==> src/rtl/ws2812_driver.sv <==
// WS2812 serial driver: pops bytes from a non-show-ahead RX FIFO and emits
// pulse-width-coded bits MSB first, with a latch period after each frame.
module ws2812_driver #(
  parameter int unsigned NUM_LEDS   = 8,
  parameter int unsigned T_BIT      = 63,
  parameter int unsigned T0H        = 20,
  parameter int unsigned T1H        = 40,
  parameter int unsigned RES_CYCLES = 3000
) (
  input  logic       clk,
  input  logic       rst_n,
  input  logic [7:0] fifo_rdata,
  input  logic       fifo_empty,
  output logic       fifo_rd,
  output logic       dout,
  output logic       busy,
  output logic       frame_done,
  output logic       underrun
);

  localparam int unsigned FRAME_BYTES = NUM_LEDS * 3;
  localparam int unsigned CYC_MAX     = (T_BIT > RES_CYCLES) ? T_BIT : RES_CYCLES;
  localparam int unsigned CYC_W       = $clog2(CYC_MAX + 1);
  localparam int unsigned BCNT_W      = (FRAME_BYTES > 1) ? $clog2(FRAME_BYTES) : 1;

  localparam logic [CYC_W-1:0]  BIT_LAST  = CYC_W'(T_BIT - 1);
  localparam logic [CYC_W-1:0]  PF_CUTOFF = CYC_W'(T_BIT - 2);
  localparam logic [CYC_W-1:0]  RES_LAST  = CYC_W'(RES_CYCLES - 1);
  localparam logic [CYC_W-1:0]  HI_ONE    = CYC_W'(T1H);
  localparam logic [CYC_W-1:0]  HI_ZERO   = CYC_W'(T0H);
  localparam logic [BCNT_W-1:0] LAST_BYTE = BCNT_W'(FRAME_BYTES - 1);

  typedef enum logic [2:0] {
    S_IDLE, S_RD, S_LOAD, S_BIT, S_WAIT, S_LATCH
  } state_t;

  state_t            state_q, state_d;
  logic [CYC_W-1:0]  cyc_q, cyc_d;
  logic [2:0]        bit_idx_q, bit_idx_d;
  logic [BCNT_W-1:0] byte_cnt_q, byte_cnt_d;
  logic [7:0]        shift_q, shift_d;
  logic [7:0]        pf_data_q, pf_data_d;
  logic              pf_valid_q, pf_valid_d;
  logic              pf_req_q, pf_req_d;
  logic              pf_cap_q, pf_cap_d;
  logic              fifo_rd_q, fifo_rd_d;
  logic              dout_q, dout_d;
  logic              busy_q, busy_d;
  logic              frame_done_q, frame_done_d;
  logic              underrun_q, underrun_d;

  logic [CYC_W-1:0]  cyc_inc;
  logic [CYC_W-1:0]  hi_len;
  logic              last_byte;

  always_comb begin
    state_d      = state_q;
    cyc_d        = cyc_q;
    bit_idx_d    = bit_idx_q;
    byte_cnt_d   = byte_cnt_q;
    shift_d      = shift_q;
    pf_data_d    = pf_data_q;
    pf_valid_d   = pf_valid_q;
    pf_req_d     = 1'b0;
    pf_cap_d     = pf_req_q;
    fifo_rd_d    = 1'b0;
    dout_d       = 1'b0;
    frame_done_d = 1'b0;
    underrun_d   = underrun_q;

    cyc_inc   = cyc_q + CYC_W'(1);
    hi_len    = shift_q[7] ? HI_ONE : HI_ZERO;
    last_byte = (byte_cnt_q == LAST_BYTE);

    // Prefetch data lands on fifo_rdata two cycles after the strobe is raised
    if (pf_cap_q) begin
      pf_data_d  = fifo_rdata;
      pf_valid_d = 1'b1;
    end

    unique case (state_q)
      S_IDLE: begin
        if (!fifo_empty) begin
          fifo_rd_d  = 1'b1;
          underrun_d = 1'b0;
          byte_cnt_d = '0;
          state_d    = S_RD;
        end
      end
      S_RD: state_d = S_LOAD;
      S_LOAD: begin
        shift_d   = fifo_rdata;
        bit_idx_d = '0;
        cyc_d     = '0;
        dout_d    = 1'b1;
        state_d   = S_BIT;
      end
      S_BIT: begin
        // No new prefetch in the last two cycles of a byte, so any pending
        // read has its data on fifo_rdata by the byte boundary.
        if (!pf_valid_q && !pf_req_q && !pf_cap_q && !fifo_empty && !last_byte &&
            !(bit_idx_q == 3'd7 && cyc_q >= PF_CUTOFF)) begin
          fifo_rd_d = 1'b1;
          pf_req_d  = 1'b1;
        end
        if (cyc_q == BIT_LAST) begin
          cyc_d = '0;
          if (bit_idx_q != 3'd7) begin
            shift_d   = {shift_q[6:0], 1'b0};
            bit_idx_d = bit_idx_q + 3'd1;
            dout_d    = 1'b1;
          end else if (last_byte) begin
            state_d = S_LATCH;
          end else if (pf_valid_q || pf_cap_q) begin
            shift_d    = pf_valid_q ? pf_data_q : fifo_rdata;
            pf_valid_d = 1'b0;
            byte_cnt_d = byte_cnt_q + BCNT_W'(1);
            bit_idx_d  = '0;
            dout_d     = 1'b1;
          end else begin
            underrun_d = 1'b1;
            byte_cnt_d = byte_cnt_q + BCNT_W'(1);
            state_d    = S_WAIT;
          end
        end else begin
          cyc_d  = cyc_inc;
          dout_d = (cyc_inc < hi_len);
        end
      end
      S_WAIT: begin
        if (!fifo_empty) begin
          fifo_rd_d = 1'b1;
          state_d   = S_RD;
        end
      end
      S_LATCH: begin
        if (cyc_q == RES_LAST) begin
          cyc_d        = '0;
          frame_done_d = 1'b1;
          state_d      = S_IDLE;
        end else begin
          cyc_d = cyc_inc;
        end
      end
      default: state_d = S_IDLE;
    endcase

    // busy is held through the frame_done pulse so both fall together
    busy_d = (state_d != S_IDLE) || frame_done_d;
  end

  always_ff @(posedge clk) begin
    if (!rst_n) begin
      state_q      <= S_IDLE;
      cyc_q        <= '0;
      bit_idx_q    <= '0;
      byte_cnt_q   <= '0;
      shift_q      <= '0;
      pf_data_q    <= '0;
      pf_valid_q   <= 1'b0;
      pf_req_q     <= 1'b0;
      pf_cap_q     <= 1'b0;
      fifo_rd_q    <= 1'b0;
      dout_q       <= 1'b0;
      busy_q       <= 1'b0;
      frame_done_q <= 1'b0;
      underrun_q   <= 1'b0;
    end else begin
      state_q      <= state_d;
      cyc_q        <= cyc_d;
      bit_idx_q    <= bit_idx_d;
      byte_cnt_q   <= byte_cnt_d;
      shift_q      <= shift_d;
      pf_data_q    <= pf_data_d;
      pf_valid_q   <= pf_valid_d;
      pf_req_q     <= pf_req_d;
      pf_cap_q     <= pf_cap_d;
      fifo_rd_q    <= fifo_rd_d;
      dout_q       <= dout_d;
      busy_q       <= busy_d;
      frame_done_q <= frame_done_d;
      underrun_q   <= underrun_d;
    end
  end

  assign fifo_rd    = fifo_rd_q;
  assign dout       = dout_q;
  assign busy       = busy_q;
  assign frame_done = frame_done_q;
  assign underrun   = underrun_q;

endmodule

==> config.mk <==
export PLATFORM = sky130hd
export DESIGN_NAME = ws2812_driver
export DESIGN_NICKNAME = d
export VERILOG_FILES = /design/src/rtl/ws2812_driver.sv
export SDC_FILE = /design/constraint.sdc
export NUM_CORES = 1
export LEC_CHECK = 0
export ABC_AREA = 1
export CAP_MARGIN = 5
export CORE_UTILIZATION = 59
export DETAILED_ROUTE_END_ITERATION = 6
export PLACE_DENSITY = 0.9
export RECOVER_POWER = 25
export SYNTH_ARGS = -nofsm -noshare
export SYNTH_HDL_FRONTEND = slang
export SYNTH_SLANG_ARGS = --single-unit
==> constraint.sdc <==
create_clock -name clk -period 2 [get_ports clk]
set_clock_uncertainty 0.05 [all_clocks]
set_input_delay 0.5 -clock clk [delete_from_list [all_inputs] [get_ports clk]]
set_output_delay 0.5 -clock clk [all_outputs]
set_load 0.02 [all_outputs]
==> results of run 1 <==
==> sequential cells by signal (all words and copies together), names as in the netlist <==
register / count
pf_data_q: 8
pf_valid_q: 1
byte_cnt_q: 5
dout: 1
shift_q: 8
pf_cap_d: 1
underrun: 1
bit_idx_q: 3
busy: 1
fifo_rd: 1
frame_done: 1
pf_cap_q: 1
cyc_q: 12
state_q: 3
==> worst max-delay path: cells and delay by family (launching register included) <==
kind / cells / cell delay (ns)
buffers and inverters: 2 / 0.09
AND/OR/NAND/NOR: 8 / 0.49
flip-flops: 1 / 0.38
AO/OA/AOI/OAI: 1 / 0.11
adder cells (fa/ha/maj): 2 / 0.47
XOR/XNOR: 1 / 0.20
==> cell families (layout without fill, tap and decap cells) <==
family                   count (synthesis)  count (layout)  synth area share [%]
flip-flops                              47              47                  35.2
AO/OA/AOI/OAI                           69              69                  14.4
buffers and inverters                   56              80                  8.66
multiplexers                             1               1                 0.374
adder cells (fa/ha/maj)                 10              10                  4.68
XOR/XNOR                                 7               7                  2.29
AND/OR/NAND/NOR                        209             209                  34.4
==> through the flow <==
stage	utilization, %	total power [mW]	cells
finish	69.8	1.96	475
floorplan	-	1.30	399
CTS	69.3	1.97	475
global placement	67.3	1.39	467
global route	69.8	2.05	475
detailed placement	67.3	1.40	467
==> metal layers <==
layer | wire length, um | global-route usage, %
met1 | 2770 | 32.5
met2 | 2960 | 44.3
met3 | 229 | 4.94
met4 | 120 | 10.7
met5 | 0 | 0
==> power by group through the flow <==
stage	clock network [mW]	registers, mW	logic (mW)
2_1_floorplan	0	1.06	0.243
3_3_place_gp	0	1.05	0.341
3_5_place_dp	0	1.05	0.351
4_1_cts	0.585	1.03	0.353
5_1_grt	0.611	1.04	0.398
6_report	0.577	1.03	0.355
==> layout make-up <==
| type | count | share of cell area [%] |
|---|---|---|
| Multi-Input combinational cell | 296 | 50.1 |
| Sequential cell | 47 | 31.3 |
| Timing Repair Buffer | 25 | 7.33 |
| Inverter | 47 | 6.22 |
| Clock buffer | 5 | 2.27 |
| Tap cell | 52 | 2.14 |
| Clock inverter | 3 | 0.659 |
==> how the worst max path moves through the flow <==
stage                                      from               to  cells past startpoint
final                     cyc_q[0]$_SDFFE_PN0P_  dout$_SDFF_PN0_                     14
after global routing      cyc_q[3]$_SDFFE_PN0P_  dout$_SDFF_PN0_                     11
after CTS                 cyc_q[0]$_SDFFE_PN0P_  dout$_SDFF_PN0_                     11
after detailed placement  cyc_q[0]$_SDFFE_PN0P_  dout$_SDFF_PN0_                     11
after global placement    cyc_q[0]$_SDFFE_PN0P_  dout$_SDFF_PN0_                     11
after floorplan           cyc_q[0]$_SDFFE_PN0P_  dout$_SDFF_PN0_                     14
==> cell usage in the layout (no fill, tap or decap), drive strengths merged, types with 5 or more instances in the layout <==
cell type        n
nand2          103
nor3             5
buf              9
clkbuf           6
a21oi           25
clkdlybuf4s50   14
nand3           20
dfxtp           47
ha              10
xor2             6
nor2            73
o21ai           33
inv             46
==> results.sh, run 1 <==
export IMPL_yosys_area_top_type_share_pct=35.2
export IMPL_cellInternalPower_mw=1.37
export IMPL_htree_levels=2
export IMPL_first_global_vias=2322
export IMPL_reg2regPathDepth=14
export IMPL_timing_critical_path_cells="ha_2 > nand3_2 > xor2_1 > inv_1 > ha_1 > nand2_1 > inv_1 > nand2_1 > nand2_1 > nor2_1 > nand2_1 > nand2_1 > nand2_1 > a21oi_1"
export IMPL_finalHoldWorstSlack_ns=0.387
export IMPL_synth_seq_cells=47
export IMPL_cts_max_path_buffers=2
export IMPL_status="finished, final reports clean"
export IMPL_postSynthAreaPerCell_um2=6.70
export IMPL_design_die_area_mm2=0.00481
export IMPL_gr_usage_all_layers_pct=26.2
export IMPL_report_final_hold_viol_count=0
export IMPL_yosys_cell_count_top_type="nand2_1"
export IMPL_net_switching_power_mw=0.591
export IMPL_globalplace_congestion=0.903
export IMPL_antenna_diode_count=0
export IMPL_regToRegEndpoint="dout$_SDFF_PN0_"
export IMPL_min_path_type="flip-flop to flip-flop"
export IMPL_relative_slew_slack_pct=63.6
export IMPL_drc=0
export IMPL_cts_hold_buffers=0
export IMPL_total_core_area_mm2=0.00435
export IMPL_final_design_area_no_fill_mm2=0.00304
export IMPL_rsz0062_at_grt="yes"
export IMPL_final_net_count=443
export IMPL_synthDistinctLibCells=39
export IMPL_vias=2544
export IMPL_clockPowerShare_pct=29.4
export IMPL_grt_pass1_wl_mm=10.1
export IMPL_dpl_cell_area_mm2=0.00293
export IMPL_rrSetupSlack_ns=0.14
export IMPL_post_route_period_util_pct=93.2
export IMPL_buffer_ports_inserted=15
export IMPL_post_cts_repair_setup_buffers=0
export IMPL_synth_top_cell_by_area="dfxtp_1"
export IMPL_setup_worst_path_end_class="flip-flop"
export IMPL_synthTopCellsByArea="dfxtp_1, nand2_1, nor2_1"
export IMPL_final_fill_count=352
export IMPL_post_drt_antenna_nets=0
export IMPL_ctsRootBufferMaster="clkbuf_8"
export IMPL_tightestPinTransition_ns=0.546
export IMPL_final_layout_size_suffix_gt1_share_pct=13.2
export IMPL_netSwitchingFraction_pct=30.1
export IMPL_ys_async_sr_fraction_pct=0
export IMPL_cts_repair_resized=0
export IMPL_area_sequential_um2=951
export IMPL_synthCells=399
export IMPL_power_ir_vdd_worst_v=0.000419
export IMPL_tritoncts="done"
export IMPL_core_rowCount=24
export IMPL_detail_route_first_pass_iterations=5
export IMPL_ys_warn_count=0
export IMPL_globalRoute_totalOverflow=0
export IMPL_fraction_of_power_consumed_by_combinational_cells_pct=18.1
export IMPL_worst_hold_startpoint="pf_cap_d$_SDFF_PN0_"
export IMPL_cts_made_buffers=5
export IMPL_area_growth_pct=13.6
export IMPL_setup_viol=0
export IMPL_syn_num_nets=420
export IMPL_synth_edff_count=0
export IMPL_crit_path_start_kind="flip-flop"
export IMPL_leakage_nw=1.41
export IMPL_overall_die_width_um=69.3
export IMPL_min_path_cells=2
export IMPL_synth_sequential_area_ratio_pct=35.2
export IMPL_maximum_number_of_pins_on_one_net_before_global_route_repair=29
export IMPL_timing_critical_path_fanout_max=5
export IMPL_initial_core_utilization_pct=61.4
export IMPL_timing_final_max_slew_violations=0
export IMPL_r2r_start="cyc_q[0]$_SDFFE_PN0P_"
export IMPL_detail_route_iter0_violations=187
export IMPL_yosys_top_cells_count="nand2_1, nor2_1, dfxtp_1"
export IMPL_clock_latency_ns=0.31
export IMPL_slowest_delay_ns=0.38
export IMPL_min_to="pf_cap_q$_SDFF_PN0_"
export IMPL_seq_power_share_pct=52.5
export IMPL_routed_wirelength_mm=6.08
export IMPL_synth_area_mm2=0.00267
export IMPL_multiInputGateArea_mm2=0.00152
export IMPL_worst_setup_hold_path_clk_slew_ns=0.10
export IMPL_period_minus_slack_ns=1.86
export IMPL_cp_data_required_time_ns=2.20
export IMPL_avgRoutedWirePerCell_um=12.8
export IMPL_initial_antenna_violation_count=0
export IMPL_synth_main_ff_cell="dfxtp_1"
export IMPL_arrival_ns=2.06
export IMPL_cts_sink_count=47
export IMPL_design_portCount=16
export IMPL_tns_ns=0
export IMPL_dpl_worst_slack_ns=0.0409
export IMPL_detailedPlacementHpwl_mm=4.47
export IMPL_detail_route_vias_per_cell=5.36
export IMPL_maxClockFrequency_mhz=537
export IMPL_critPathSlowestCell="dfxtp_4"
export IMPL_power_per_cell_area_mw_per_mm2=646
export IMPL_critPathKind="flip-flop to flip-flop"
export IMPL_layout_setup_ws_ns=0.137
export IMPL_max_cap_viol_count=0
export IMPL_crit_path_frequent_cell="nand2_1"
export IMPL_die_height_um=69.3
Note: power is estimated with default switching activity, not from simulation.
==> inputs of run 2 (changes only) <==
Settings changed: CAP_MARGIN 5 to unset, HOLD_SLACK_MARGIN set to 0.02.
==> results of run 2 <==
No change in the layout: final DEF, timing and power equal those of run 1.
==> inputs of run 3 (changes only) <==
Settings changed: MAX_ROUTING_LAYER set to met4.
==> run 3 against run 2 <==
Clock-buffer cell count grew 1. Register-to-register slack lost 0.097 ns. Sequential share of layout area shrank 0.22 points. Final area grew 0.99%. Die area is the same. Routed wire length grew 2.2%. Non-clock buffer count grew 2. Global-route usage grew 2.1 points. Sequential power is essentially flat. Worst hold slack gained 0.015 ns.
==> results.sh, run 3 (same netlist as run 1, synthesis figures left out) <==
export IMPL_timing_critical_path_fanout_max=4
export IMPL_overall_die_width_um=69.3
export IMPL_total_core_area_mm2=0.00435
export IMPL_design_portCount=16
export IMPL_clock_latency_ns=0.30
export IMPL_initial_antenna_violation_count=0
export IMPL_leakage_nw=1.43
export IMPL_area_growth_pct=14.7
export IMPL_first_global_vias=2509
export IMPL_mostFrequentLayoutCells="nand2_1, nor2_1, dfxtp_1"
export IMPL_maxClockFrequency_mhz=510
export IMPL_globalRoute_totalOverflow=0
export IMPL_post_route_period_util_pct=98.0
export IMPL_post_route_util_pct=70.5
export IMPL_power_per_cell_area_mw_per_mm2=653
export IMPL_buffer_ports_inserted=15
export IMPL_netSwitchingFraction_pct=29.6
export IMPL_gr_usage_all_layers_pct=28.2
export IMPL_ctsRootBufferMaster="clkbuf_8"
export IMPL_tritoncts="done"
export IMPL_report_final_hold_viol_count=0
export IMPL_cts_made_buffers=5
export IMPL_htree_levels=2
export IMPL_final_net_count=445
export IMPL_drc=0
export IMPL_grt_pass1_wl_mm=10.7
export IMPL_setup_worst_path_end_class="flip-flop"
export IMPL_tns_ns=0
export IMPL_period_minus_slack_ns=1.96
export IMPL_crit_path_start_kind="flip-flop"
export IMPL_detail_route_first_pass_iterations=5
export IMPL_net_switching_power_mw=0.594
export IMPL_routed_wirelength_mm=6.22
export IMPL_initial_core_utilization_pct=61.4
export IMPL_seq_power_share_pct=51.5
export IMPL_critPathKind="flip-flop to flip-flop"
export IMPL_tightestPinTransition_ns=0.518
export IMPL_max_cap_viol_count=0
export IMPL_post_drt_antenna_nets=0
export IMPL_min_path_type="flip-flop to flip-flop"
export IMPL_globalplace_congestion=0.915
export IMPL_place_detailed_instances=467
export IMPL_setup_viol=0
export IMPL_cellInternalPower_mw=1.41
export IMPL_maximum_number_of_pins_on_one_net_before_global_route_repair=29
export IMPL_core_rowCount=24
export IMPL_cts_max_path_buffers=2
export IMPL_detail_route_vias_per_cell=5.53
export IMPL_power_ir_vdd_worst_v=0.000425
export IMPL_worst_setup_hold_path_clk_slew_ns=0.09
export IMPL_cp_data_required_time_ns=2.19
export IMPL_fraction_of_power_consumed_by_combinational_cells_pct=17.9
export IMPL_final_layout_size_suffix_gt1_share_pct=14.8
export IMPL_clockPowerShare_pct=30.6
export IMPL_detail_route_iter0_violations=205
export IMPL_status="finished, final reports clean"
export IMPL_arrival_ns=2.15
export IMPL_avgRoutedWirePerCell_um=13.0
export IMPL_vias=2638
export IMPL_most_common_cell_after_layout_fill_and_taps_aside="nand2_1"
export IMPL_count_of_non_filler_cells_in_the_finished_layout=477
export IMPL_rsz0062_at_grt="yes"
export IMPL_timing_final_max_slew_violations=0
export IMPL_relative_slew_slack_pct=65.4
export IMPL_design_die_area_mm2=0.00481
export IMPL_antenna_diode_count=0
export IMPL_registers_with_the_most_flip_flops="cyc_q: 12 flops, pf_data_q: 8 flops, shift_q: 8 flops"
export IMPL_cts_sink_count=47
export IMPL_die_height_um=69.3
export IMPL_largest_register="cyc_q"
export IMPL_largest_register_ffs=12
export IMPL_detailedPlacementHpwl_mm=4.45
## run 3: changes by cell type in the layout (fill, tap and decap cells not counted), moves of 2 or more
cell     change
a21oi_1      -2
a21oi_2      +2
buf_4        +2
dfxtp_1      -2
dfxtp_2      +2
nand2_1      -2
nand2_2      +2
## run 3: worst paths after layout
| kind | startpoint | endpoint | slack (ns) | cells past startpoint |
|---|---|---|---|---|
| hold reg to reg | pf_cap_d$_SDFF_PN0_ | pf_cap_q$_SDFF_PN0_ | 0.40 | 2 |
| setup / recovery | cyc_q[1]$_SDFFE_PN0P_ | dout$_SDFF_PN0_ | 0.04 | 11 |
| setup reg to reg | cyc_q[1]$_SDFFE_PN0P_ | dout$_SDFF_PN0_ | 0.04 | 11 |
| hold / removal | pf_cap_d$_SDFF_PN0_ | pf_cap_q$_SDFF_PN0_ | 0.40 | 2 |
## run 3: what timing repair did
item,in CTS,in global routing
resized for setup,2,15
setup buffers,0,2
pin swaps,1,2
hold buffers,0,0
setup endpoints to repair,1,6
## run 3: power by group through the flow
stage | Clock, mW | Sequential, mW | Combinational, mW
3_3_place_gp | 0 | 1.05 | 0.342
3_5_place_dp | 0 | 1.05 | 0.355
2_1_floorplan | 0 | 1.06 | 0.243
4_1_cts | 0.617 | 1.03 | 0.358
5_1_grt | 0.658 | 1.04 | 0.400
6_report | 0.612 | 1.03 | 0.359
## run 3: stage by stage
stage / setup WS [ns] / total power [mW] / cell area [um^2] / hold WS [ns]
final: 0.0394 / 2.00 / 3070 / 0.402
after global routing: -0.0594 / 2.10 / 3070 / 0.416
after CTS: 0.0134 / 2.01 / 3030 / 0.397
after detailed placement: -0.0563 / 1.41 / 2930 / 0.383
after global placement: 0.116 / 1.39 / 2930 / 0.370
after floorplan: 0.203 / 1.30 / 2670 / 0.357
## run 3: worst max-delay path, stage by stage, from the launching register on
cell	delay [ns]
dfxtp_2	0.37
nand2_2	0.07
nor3_2	0.20
xor2_1	0.24
ha_1	0.30
a21oi_2	0.17
nand4_1	0.12
nor2_1	0.09
nand2_1	0.05
nand2_1	0.05
nand2_1	0.06
a21oi_2	0.12
## run 3: cell type report
type                    count  area [um^2]
multi-input cells         296         1530
fillers                   344         1290
flip-flops and latches     47          953
repair buffers             27          238
inverters                  47          186
clock buffers               6         82.6
well taps                  52         65.1
clock inverters             2         16.3
## run 3: metal layers
layer | track usage [%] | vias up | part of all wire [%]
met2 | 48.9 | 107 | 50
met3 | 4.94 | 16 | 6.6
met5 | - | - | 0
met1 | 32.2 | 1189 | 41
li1 | - | 1326 | -
met4 | 11.3 | 0 | 2.0
